===== src/rtl/alu_sequencer.sv =====
// alu_sequencer
//   Multi-cycle control sequencer for a combinational ALU. It accepts 16-bit
//   instruction words over a valid/ready handshake and decodes them into ALU
//   group enables and an op code. Operands come from an internal 8 x N
//   register file. The ALU result and carry are captured and written back.
//
//   Instruction word: [15:13] class (000 arith, 001 shift, 010 load),
//   [12:10] op, [9:7] rd, [6:4] rs1, [3:1] rs2, [0] imm flag.
//   When the imm flag is set, the next word is the immediate and replaces rs2.
//
// Ports
//   clk, reset          clock; synchronous active-high reset
//   instr_valid/ready   handshake for instruction and immediate words
//   instr_data          instruction or immediate word
//   done                one-cycle pulse during writeback
//   error               one-cycle pulse after an illegal instruction is accepted
//   dbg_addr/dbg_data   combinational debug read of the register file
//   carry_flag          current carry flag
//   alu_*               registered ALU controls, nonzero only in EXEC
//   alu_result/alu_carry_out  ALU outputs, captured at the end of EXEC
//
// Configuration
//   ALU_SEQ_R0_ZERO_EN  when defined, R0 reads as zero and writes to it are
//                       dropped. Carry and done behave as usual.
//
// State | Meaning
// IDLE  | waiting for an instruction word
// IMM   | imm instruction latched, waiting for the immediate word
// EXEC  | alu_* driven; ALU result and carry captured at the end of the cycle
// WB    | done high; R[rd] and carry_flag written at the end of the cycle
module alu_sequencer #(
  parameter int N = 16
) (
  input  logic         clk,
  input  logic         reset,
  input  logic         instr_valid,
  output logic         instr_ready,
  input  logic [15:0]  instr_data,
  output logic         done,
  output logic         error,
  input  logic [2:0]   dbg_addr,
  output logic [N-1:0] dbg_data,
  output logic         carry_flag,
  output logic [N-1:0] alu_operand1,
  output logic [N-1:0] alu_operand2,
  output logic         alu_carry_in,
  output logic         alu_enable_alu,
  output logic         alu_enable_shift,
  output logic         alu_enable_load,
  output logic [2:0]   alu_operation,
  input  logic [N-1:0] alu_result,
  input  logic         alu_carry_out
);

  typedef enum logic [1:0] {IDLE, IMM, EXEC, WB} stateT;

  localparam logic [2:0] CLS_ARITH = 3'd0;
  localparam logic [2:0] CLS_SHIFT = 3'd1;
  localparam logic [2:0] CLS_LOAD  = 3'd2;

  stateT        state;
  logic [15:4]  instrReg;   // class, op, rd, rs1 of the instruction in flight
  logic [N-1:0] resultReg;
  logic         carryReg;
  logic [N-1:0] regFile [8];

  logic         accept;
  logic         launchNow;
  logic [15:4]  launchHi;
  logic [N-1:0] launchOp2;

  function automatic logic [N-1:0] readReg(input logic [2:0] addr);
`ifdef ALU_SEQ_R0_ZERO_EN
    return (addr == 3'd0) ? '0 : regFile[addr];
`else
    return regFile[addr];
`endif
  endfunction

  function automatic logic isIllegal(input logic [2:0] cls, input logic [2:0] op);
    return (cls > CLS_LOAD) || ((cls == CLS_SHIFT) && (op > 3'd4));
  endfunction

  assign instr_ready = !reset && ((state == IDLE) || (state == IMM));
  assign accept      = instr_valid && instr_ready;
  assign dbg_data    = readReg(dbg_addr);

  // From IDLE the ALU is launched straight from the offered word. From IMM it
  // is launched from the latched instruction, and the offered word is operand2.
  always_comb begin
    launchHi  = instr_data[15:4];
    launchOp2 = readReg(instr_data[3:1]);
    launchNow = 1'b0;
    if (state == IMM) begin
      launchHi  = instrReg;
      launchOp2 = instr_data[N-1:0];
      launchNow = accept;
    end else if (state == IDLE) begin
      launchNow = accept && !instr_data[0] && !isIllegal(instr_data[15:13], instr_data[12:10]);
    end
  end

  always_ff @(posedge clk) begin
    if (reset) begin
      state            <= IDLE;
      instrReg         <= '0;
      resultReg        <= '0;
      carryReg         <= 1'b0;
      carry_flag       <= 1'b0;
      done             <= 1'b0;
      error            <= 1'b0;
      alu_operand1     <= '0;
      alu_operand2     <= '0;
      alu_carry_in     <= 1'b0;
      alu_enable_alu   <= 1'b0;
      alu_enable_shift <= 1'b0;
      alu_enable_load  <= 1'b0;
      alu_operation    <= 3'd0;
      regFile          <= '{default: '0};
    end else begin
      done  <= 1'b0;
      error <= 1'b0;
      case (state)
        IDLE: begin
          if (accept) begin
            if (isIllegal(instr_data[15:13], instr_data[12:10])) begin
              error <= 1'b1;
            end else begin
              instrReg <= instr_data[15:4];
              state    <= instr_data[0] ? IMM : EXEC;
            end
          end
        end
        IMM: begin
          if (accept) state <= EXEC;
        end
        EXEC: begin
          resultReg        <= alu_result;
          carryReg         <= alu_carry_out;
          alu_operand1     <= '0;
          alu_operand2     <= '0;
          alu_carry_in     <= 1'b0;
          alu_enable_alu   <= 1'b0;
          alu_enable_shift <= 1'b0;
          alu_enable_load  <= 1'b0;
          alu_operation    <= 3'd0;
          done             <= 1'b1;
          state            <= WB;
        end
        WB: begin
`ifdef ALU_SEQ_R0_ZERO_EN
          if (instrReg[9:7] != 3'd0) regFile[instrReg[9:7]] <= resultReg;
`else
          regFile[instrReg[9:7]] <= resultReg;
`endif
          carry_flag <= carryReg;
          state      <= IDLE;
        end
        default: state <= IDLE;
      endcase

      // Operands are latched here, so rd == rs1/rs2 is safe.
      if (launchNow) begin
        alu_operand1     <= readReg(launchHi[6:4]);
        alu_operand2     <= launchOp2;
        alu_carry_in     <= carry_flag;
        alu_enable_alu   <= (launchHi[15:13] == CLS_ARITH);
        alu_enable_shift <= (launchHi[15:13] == CLS_SHIFT);
        alu_enable_load  <= (launchHi[15:13] == CLS_LOAD);
        alu_operation    <= launchHi[12:10];
      end
    end
  end

endmodule


===== config.mk =====
export PLATFORM = sky130hd
export DESIGN_NAME = alu_sequencer
export DESIGN_NICKNAME = d
export VERILOG_FILES = /design/src/rtl/alu_sequencer.sv
export SDC_FILE = /design/constraint.sdc
export NUM_CORES = 1
export LEC_CHECK = 0
export ABC_AREA = 1
export ABC_CLOCK_PERIOD_IN_PS = 2000
export CELL_PAD_IN_SITES_DETAIL_PLACEMENT = 2
export CELL_PAD_IN_SITES_GLOBAL_PLACEMENT = 2
export CORE_MARGIN = 2
export CORE_UTILIZATION = 30
export CTS_CLUSTER_SIZE = 25
export DETAILED_ROUTE_END_ITERATION = 10
export DONT_BUFFER_PORTS = 1
export PLACE_DENSITY = 0.72
export SYNTH_ARGS = -nofsm -noshare
export SYNTH_HDL_FRONTEND = slang
export SYNTH_SLANG_ARGS = --single-unit

===== constraint.sdc =====
create_clock -name clk -period 2 [get_ports clk]
set_clock_uncertainty 0.15 [all_clocks]
set_input_delay 0.1 -clock clk [delete_from_list [all_inputs] [get_ports clk]]
set_output_delay 0.1 -clock clk [all_outputs]
set_load 0.05 [all_outputs]

==> results of run 1 <==
==> per-stage QoR <==
stage | TNS [ns] | cells | hold slack, ns | area, µm² | setup slack [ns]
2_1_floorplan | 0 | 1728 | 0.0849 | 11100 | 0.0849
3_3_place_gp | -1.14 | 2196 | 0.0279 | 12500 | -0.344
3_5_place_dp | -5.13 | 2196 | 0.0312 | 12500 | -0.387
4_1_cts | -0.678 | 2295 | 0.00195 | 14400 | -0.119
5_1_grt | -15.57 | 2337 | 0.0439 | 15600 | -0.582
6_report | -10.42 | 2340 | 0.00140 | 15600 | -0.521
==> placed cells by master, fill, tap and decap left out, drive strengths merged <==
cell            n
clkbuf         51
a21boi          1
or2             4
nand3         273
dlymetal6s4s    1
o211ai          3
bufinv          2
diode           5
clkinvlp        1
o21ai         233
nand4          39
nor4            1
nor3b           1
a31oi          16
ha              4
dlygate4sd3    39
nor3            2
nand2         285
buf           187
a21oi         258
clkinv          5
nor2           89
dfxtp         201
inv           171
==> registers in the layout, summed over array words and instances (netlist names) <==
| signal | flops |
|---|---|
| regFile | 128 |
| alu_operand1 | 16 |
| alu_operand2 | 16 |
| resultReg | 16 |
| instrReg | 12 |
| alu_operation | 3 |
| state | 2 |
| alu_carry_in | 1 |
| alu_enable_alu | 1 |
| alu_enable_load | 1 |
| alu_enable_shift | 1 |
| carryReg | 1 |
| carry_flag | 1 |
| done | 1 |
| error | 1 |
==> synth_stat cells (all sizes together) <==
cell | n | share of area, %
buf | 53 | 2.6
or2 | 4 | 0.23
dfxtp | 201 | 36
a31oi | 16 | 0.90
a21oi | 258 | 12
nand4 | 39 | 2.2
o211ai | 3 | 0.20
clkbuf | 93 | 3.1
o21ai | 233 | 11
nand2 | 285 | 9.7
nor3 | 2 | 0.19
clkinv | 1 | 0.034
nor3b | 1 | 0.068
ha | 4 | 0.45
nand3 | 273 | 13
nor2 | 89 | 3.1
inv | 171 | 5.8
nor4 | 1 | 0.056
a21boi | 1 | 0.068
==> power by group <==
group | internal, mW | switching, mW | leakage (nW) | total (mW)
sequential | 4.31 | 0.811 | 1.64 | 5.12
clock | 3.02 | 2.12 | 0.444 | 5.15
combinational | 1.73 | 3.45 | 4.05 | 5.18
==> timing repair <==
item	in CTS	in global routing
pin swaps	30	55
hold buffers	40	1
cloned	4	16
gates resized for setup	150	228
endpoints found under the hold margin	72	1
endpoints found under the setup margin	68	110
setup buffers	12	25
==> worst min-delay path, delay by kind of cell <==
family,cells,cell delay (ns)
compound gates,1,0.12
buf+inv,1,0.15
simple gates,4,0.31
==> final cells by class <==
class | count | area (µm²) | area share, %
repair buffers | 240 | 2810 | 18.0
inverters | 172 | 676 | 4.33
well taps | 468 | 586 | 3.75
multi-input cells | 1209 | 6550 | 42.0
clock inverters | 6 | 80.1 | 0.513
diodes | 5 | 12.5 | 0.0802
flip-flops and latches | 201 | 4070 | 26.1
repair inverters | 1 | 7.51 | 0.0481
clock buffers | 38 | 807 | 5.17
==> layer usage <==
layer	vias to the layer above	track usage [%]	share of wire, %	wire [µm]
met1	7597	41.9	36	29500
met4	10	19.0	9.6	7880
met2	1114	56.4	44	36000
met5	-	0	0.075	62
met3	504	6.22	11	8990
li1	6080	-	-	-
==> worst paths after layout <==
kind | endpoint | slack, ns | cells after the start
min reg2reg | regFile[40] | 0.34 | 2
max | dbg_data[12] | -0.52 | 6
max reg2reg | regFile[49] | -0.45 | 10
min | alu_operand2[14] | 0.001 | 6
==> logic make-up (layout without fill, tap and decap cells) <==
| logic type | Yosys count | after routing | share of synthesized area, % |
|---|---|---|---|
| flops | 201 | 201 | 36.3 |
| buf+inv | 318 | 457 | 11.6 |
| fa+ha+maj | 4 | 4 | 0.451 |
| compound gates | 511 | 511 | 23.4 |
| other cells | 0 | 5 | 0 |
| simple gates | 694 | 694 | 28.3 |
==> run metrics, run 1 <==
buffers plus inverters on the worst setup path 3; worst skew pair latency ~0.56 ns; global router's overall resource usage between 30% and 40%; Via Count ~15000; result of the run complete, but fails checks; cell with the largest stage delay on the worst path sky130_fd_sc_hd__dfxtp_1; Min-Delay Path Class in2reg; post-detailed-route wirelength per cell 35.2 µm; total length of routed wires between 80000 and 90000 µm; cell chosen for the clock root sky130_fd_sc_hd__clkbuf_16; antenna violations before repair 10; number of sinks driven by the clock tree about 200; P&R area growth vs syn 40.5%; count of different cell masters after synthesis 29; Hold Startpoint instr_data[14]; wire length of the first global-routing pass roughly 98000 µm; CP delay by family, top compound AO/OA/AOI/OAI gates; number of register bits inferred by synthesis approximately 200; Slew Limit Headroom around 1.2%; initial cell density of the core 30.4%; layout filler cell count a little over 4000; post-route core utilization between 40% and 50%; Floorplan Core Area around 37000 µm²; netlist area before placement roughly 11000 µm²; vias in the first global route 14850; total setup violations reported at the end of the flow about 90; Crit path largest cell delay 0.37 ns; Vert. Die Dim slightly below 200 µm; std cell rows 70; maximum vdd drop approximately 0.65 mV; setup repair after global routing missed its margin true; category of the critical setup timing path reg2out; Worst EP arrival about 2.3 ns; Critical path origin regFile[108]; largest net degree at the start of global routing between 60 and 70; Worst-Margin Slew 1.48 ns; total power around 15 mW; total DRC errors in the routed layout 0; Iter 0 DRT Violations between 1500 and 2000; TritonRoute pass-1 iters 7; number of I/O pins about 100; Syn Nets 1771; Max Slew Vio Count 0; power per unit of standard cell area just under 1000 nW/µm²; failing checks negative setup slack; CP max FO 3; die outline area between 30000 and 40000 µm²; number of vias per cell roughly 6.5; detailed placer's ending HPWL ~39000 µm; total grt overflow 0; fraction of final layout cells with drive strength greater than 1 between 20% and 30%; GP Congestion approximately 0.85; number of buffers added by the clock tree synthesis step 26; Ys Warns 0; Hold Vio Cnt, Final 0; clock tree buffer depth 3; Worst setup EP type output port; IO buf count 0; leakage power total slightly above 6 nW; cell count after synthesis around 1700; worst-path cell chain inv_1, a21oi_1, o21ai_1, a31oi_1, buf_4, buf_8; launch instance of the worst register-to-register path state[0]; CTS H-tree lvls 1; Fmax achieved about 0.40 GHz; clock slew at the register clock pins of the worst setup and hold paths ~0.06 ns; crit path launch type flip-flop; Final Critical Period about 2.5 ns; TritonCTS clock tree done; Tcrit/Tclk final 126%; sequential-to-total area share from yosys stat 36.3%; smallest setup slack after layout -0.521 ns; mean cell area of the mapped netlist 6.42 µm²; final layout net count 1894; Worst Path Required ~1.8 ns; Post-DRT Antenna Nets 0; Max Cap Viol 0; Die Width 196 µm
(Power assumes the default switching activity.)
==> run 2: changes to the inputs <==
--- a/config.mk
+++ b/config.mk
@@ -11,10 +11,12 @@
 export CELL_PAD_IN_SITES_GLOBAL_PLACEMENT = 2
 export CORE_MARGIN = 2
 export CORE_UTILIZATION = 30
+export CTS_CLUSTER_DIAMETER = 50
 export CTS_CLUSTER_SIZE = 25
 export DETAILED_ROUTE_END_ITERATION = 10
 export DONT_BUFFER_PORTS = 1
 export PLACE_DENSITY = 0.72
+export REMOVE_ABC_BUFFERS = 1
 export SYNTH_ARGS = -nofsm -noshare
 export SYNTH_HDL_FRONTEND = slang
 export SYNTH_SLANG_ARGS = --single-unit
==> run 2 against run 1 <==
  * The run still ends with negative setup slack left
  * Via count fell by 7.8%
  * Critical path depth rose by 5
  * Global-route usage down 3.9 points
  * Sequential power is 5.1% lower
  * Die area is the same
  * Fmax grew 17%
  * Clock power up 33%
  * Register-to-register slack gained 0.29 ns
  * Power is 5.1% higher
  * Worst hold slack better by 0.054 ns
  * Largest power group is now the clock network
==> run metrics, run 2 (synthesized netlist as in run 1, its figures left out) <==
Final Critical Period 2.16 ns (-0.361 ns); post-detailed-route wirelength per cell 29.0 µm (-18%); fraction of final layout cells with drive strength greater than 1 21.7% (-4.5 points); Top reg by flops regFile; most frequent cells in the layout sky130_fd_sc_hd__nand2_1 (269), sky130_fd_sc_hd__nand3_1 (250), sky130_fd_sc_hd__a21oi_1 (197); cell chosen for the clock root sky130_fd_sc_hd__clkbuf_16; Worst Path Required 2.32 ns (+0.57 ns); power per unit of standard cell area 1070 nW/µm² (+7.7%); number of instances in the placed design 2177 (-0.87%); detailed placer's ending HPWL 33900 µm (-13%); Fmax achieved 0.463 GHz (+17%); total grt overflow 0 (unchanged); Max Slew Vio Count 0 (unchanged); failing checks negative setup slack; global router's overall resource usage 30.3% (-3.9 points); CP max FO 8 (+5); number of I/O pins 98 (unchanged); Tcrit/Tclk final 108% (-18 points); worst skew pair latency 0.55 ns (about the same); antenna violations before repair 2 (-8); Min-Delay Path Class in2reg; largest net degree at the start of global routing 66 (unchanged); Post-DRT Antenna Nets 0 (unchanged); std cell rows 70 (unchanged); Iter 0 DRT Violations 1254 (-27%); clock slew at the register clock pins of the worst setup and hold paths 0.05 ns (about the same); GP Congestion 0.788 (-7.3%); Floorplan Core Area 36500 µm² (unchanged); maximum vdd drop 0.615 mV (-5.1%); initial cell density of the core 30.4% (unchanged); Via Count 14109 (-7.8%); Layout Cells excl Fill 2311 (-1.2%); Hold Vio Cnt, Final 0 (unchanged); TritonRoute pass-1 iters 5 (-2); total setup violations reported at the end of the flow 53 (-40%); Worst-Margin Slew 0.561 ns (-0.921 ns); die outline area 38500 µm² (unchanged); Worst EP arrival 2.48 ns (+0.21 ns); vias in the first global route 14408 (-3.0%); Die Width 196 µm (unchanged); most common cell after layout, fill and taps aside sky130_fd_sc_hd__nand2_1; switching share of power 37.1% (-4.2 points); smallest setup slack after layout -0.160 ns (+0.361 ns); number of sinks driven by the clock tree 201 (unchanged); Vert. Die Dim 196 µm (unchanged); clock tree buffer depth 3 (unchanged); wire length of the first global-routing pass 88500 µm (-10%); number of vias per cell 6.11 (-6.7%); TritonCTS clock tree done; Worst setup EP type flip-flop; max FFs per register 128 (unchanged); setup repair after global routing missed its margin true; portion of total power attributed to combinational logic 27.7% (-5.8 points); CTS H-tree lvls 2 (+1); crit path launch type flip-flop; number of buffers added by the clock tree synthesis step 37 (+42%); cell-internal power 10.2 mW (+13%); Placed Area 12400 µm² (-1.0%); Slew Limit Headroom 62.6% (+61 points); category of the critical setup timing path reg2reg; final design instance area without fill 15200 µm² (-2.4%); layout filler cell count 4086 (-0.85%); final layout net count 1858 (-1.9%); power dissipated by switching net loads 6.03 mW (-5.6%); Max Cap Viol 0 (unchanged); register share of total power 30.0% (-3.2 points); P&R area growth vs syn 37.1%; worst-case setup slack after placement -0.0782 ns (+0.308 ns); leakage power total 5.94 nW (-3.0%); clock share of power 42.3% (+9.0 points); total DRC errors in the routed layout 0 (unchanged); result of the run complete, but fails checks; total length of routed wires 67100 µm (-19%); IO buf count 0 (unchanged)
-- run 2: cell count changes in the layout (fill, tap and decap cells not counted), moves of 8 or more --
cell	previous run	this run
sky130_fd_sc_hd__a21oi_1	188	197
sky130_fd_sc_hd__o21ai_0	171	188
sky130_fd_sc_hd__o21ai_1	46	34
sky130_fd_sc_hd__dfxtp_1	168	177
sky130_fd_sc_hd__nor2_1	75	83
sky130_fd_sc_hd__dfxtp_2	31	23
sky130_fd_sc_hd__nand3_2	23	13
sky130_fd_sc_hd__inv_2	36	28
sky130_fd_sc_hd__buf_8	10	1
sky130_fd_sc_hd__inv_1	127	142
sky130_fd_sc_hd__a21oi_2	70	61
sky130_fd_sc_hd__buf_6	24	9
sky130_fd_sc_hd__buf_4	113	97
-- run 2: path summary, 6_finish.rpt --
kind	from	end	slack, ns	cells after the start
max reg2reg	state[1]	alu_operand2[15]	-0.16	11
min reg2reg	instrReg[15]	instrReg[15]	0.33	2
max	state[1]	alu_operand2[15]	-0.16	11
min	instr_data[14]	alu_operand2[14]	0.06	5
-- run 2: cell type report --
type	count	area [µm²]	share of cell area (%)
Sequential cell	201	4060	26.7
Clock buffer	45	1020	6.69
Timing Repair Buffer	194	2260	14.9
Inverter	172	647	4.25
Tap cell	468	586	3.85
Antenna cell	1	2.50	0.0164
Clock inverter	21	285	1.87
Multi-Input combinational cell	1209	6360	41.8
-- run 2: power groups by stage --
stage / Combinational [mW] / Clock (mW) / Sequential, mW
after floorplan: 1.68 / 0 / 4.94
after global placement: 3.43 / 0 / 4.88
after detailed placement: 3.53 / 0 / 4.88
after CTS: 3.74 / 6.88 / 4.81
after global routing: 4.68 / 7.07 / 4.90
final: 4.49 / 6.87 / 4.86
-- run 2: timing repair --
action | in CTS | in global routing
setup endpoints to repair | 47 | 130
setup buffers | 3 | 13
hold buffers | 40 | 1
pin swaps | 8 | 60
cloned | 0 | 10
endpoints found under the hold margin | 72 | 1
resized for setup | 47 | 193
-- run 2: routing by layer --
| layer | GRT usage, % | routed length, µm | up-vias |
|---|---|---|---|
| li1 | - | - | 6014 |
| met1 | 37.5 | 26200 | 7094 |
| met2 | 51.8 | 31600 | 723 |
| met3 | 6.05 | 5130 | 276 |
| met4 | 11.2 | 4050 | 2 |
| met5 | 0 | 13 | - |
-- run 2: critical path: stages (launching register included) --
cell                        delay [ns]
sky130_fd_sc_hd__dfxtp_2          0.33
sky130_fd_sc_hd__inv_2            0.08
sky130_fd_sc_hd__buf_4            0.13
sky130_fd_sc_hd__ha_4             0.15
sky130_fd_sc_hd__nor2_4           0.06
sky130_fd_sc_hd__nor3_4           0.19
sky130_fd_sc_hd__buf_6            0.17
sky130_fd_sc_hd__nand3_4          0.16
sky130_fd_sc_hd__nand2_8          0.21
sky130_fd_sc_hd__clkbuf_16        0.22
sky130_fd_sc_hd__nand2_1          0.07
sky130_fd_sc_hd__a21oi_1          0.16
-- run 2: stage by stage --
stage	utilization [%]	TNS, ns	hold slack [ns]	total power, mW
5_1_grt	41.7	-5.68	0.0807	16.7
4_1_cts	39.1	-0.0182	0.00135	15.4
3_5_place_dp	34.0	-0.789	0.0305	8.41
6_report	41.7	-4.14	0.0558	16.2
2_1_floorplan	-	-100.50	0.0191	6.63
3_3_place_gp	34.0	0	0.0246	8.31
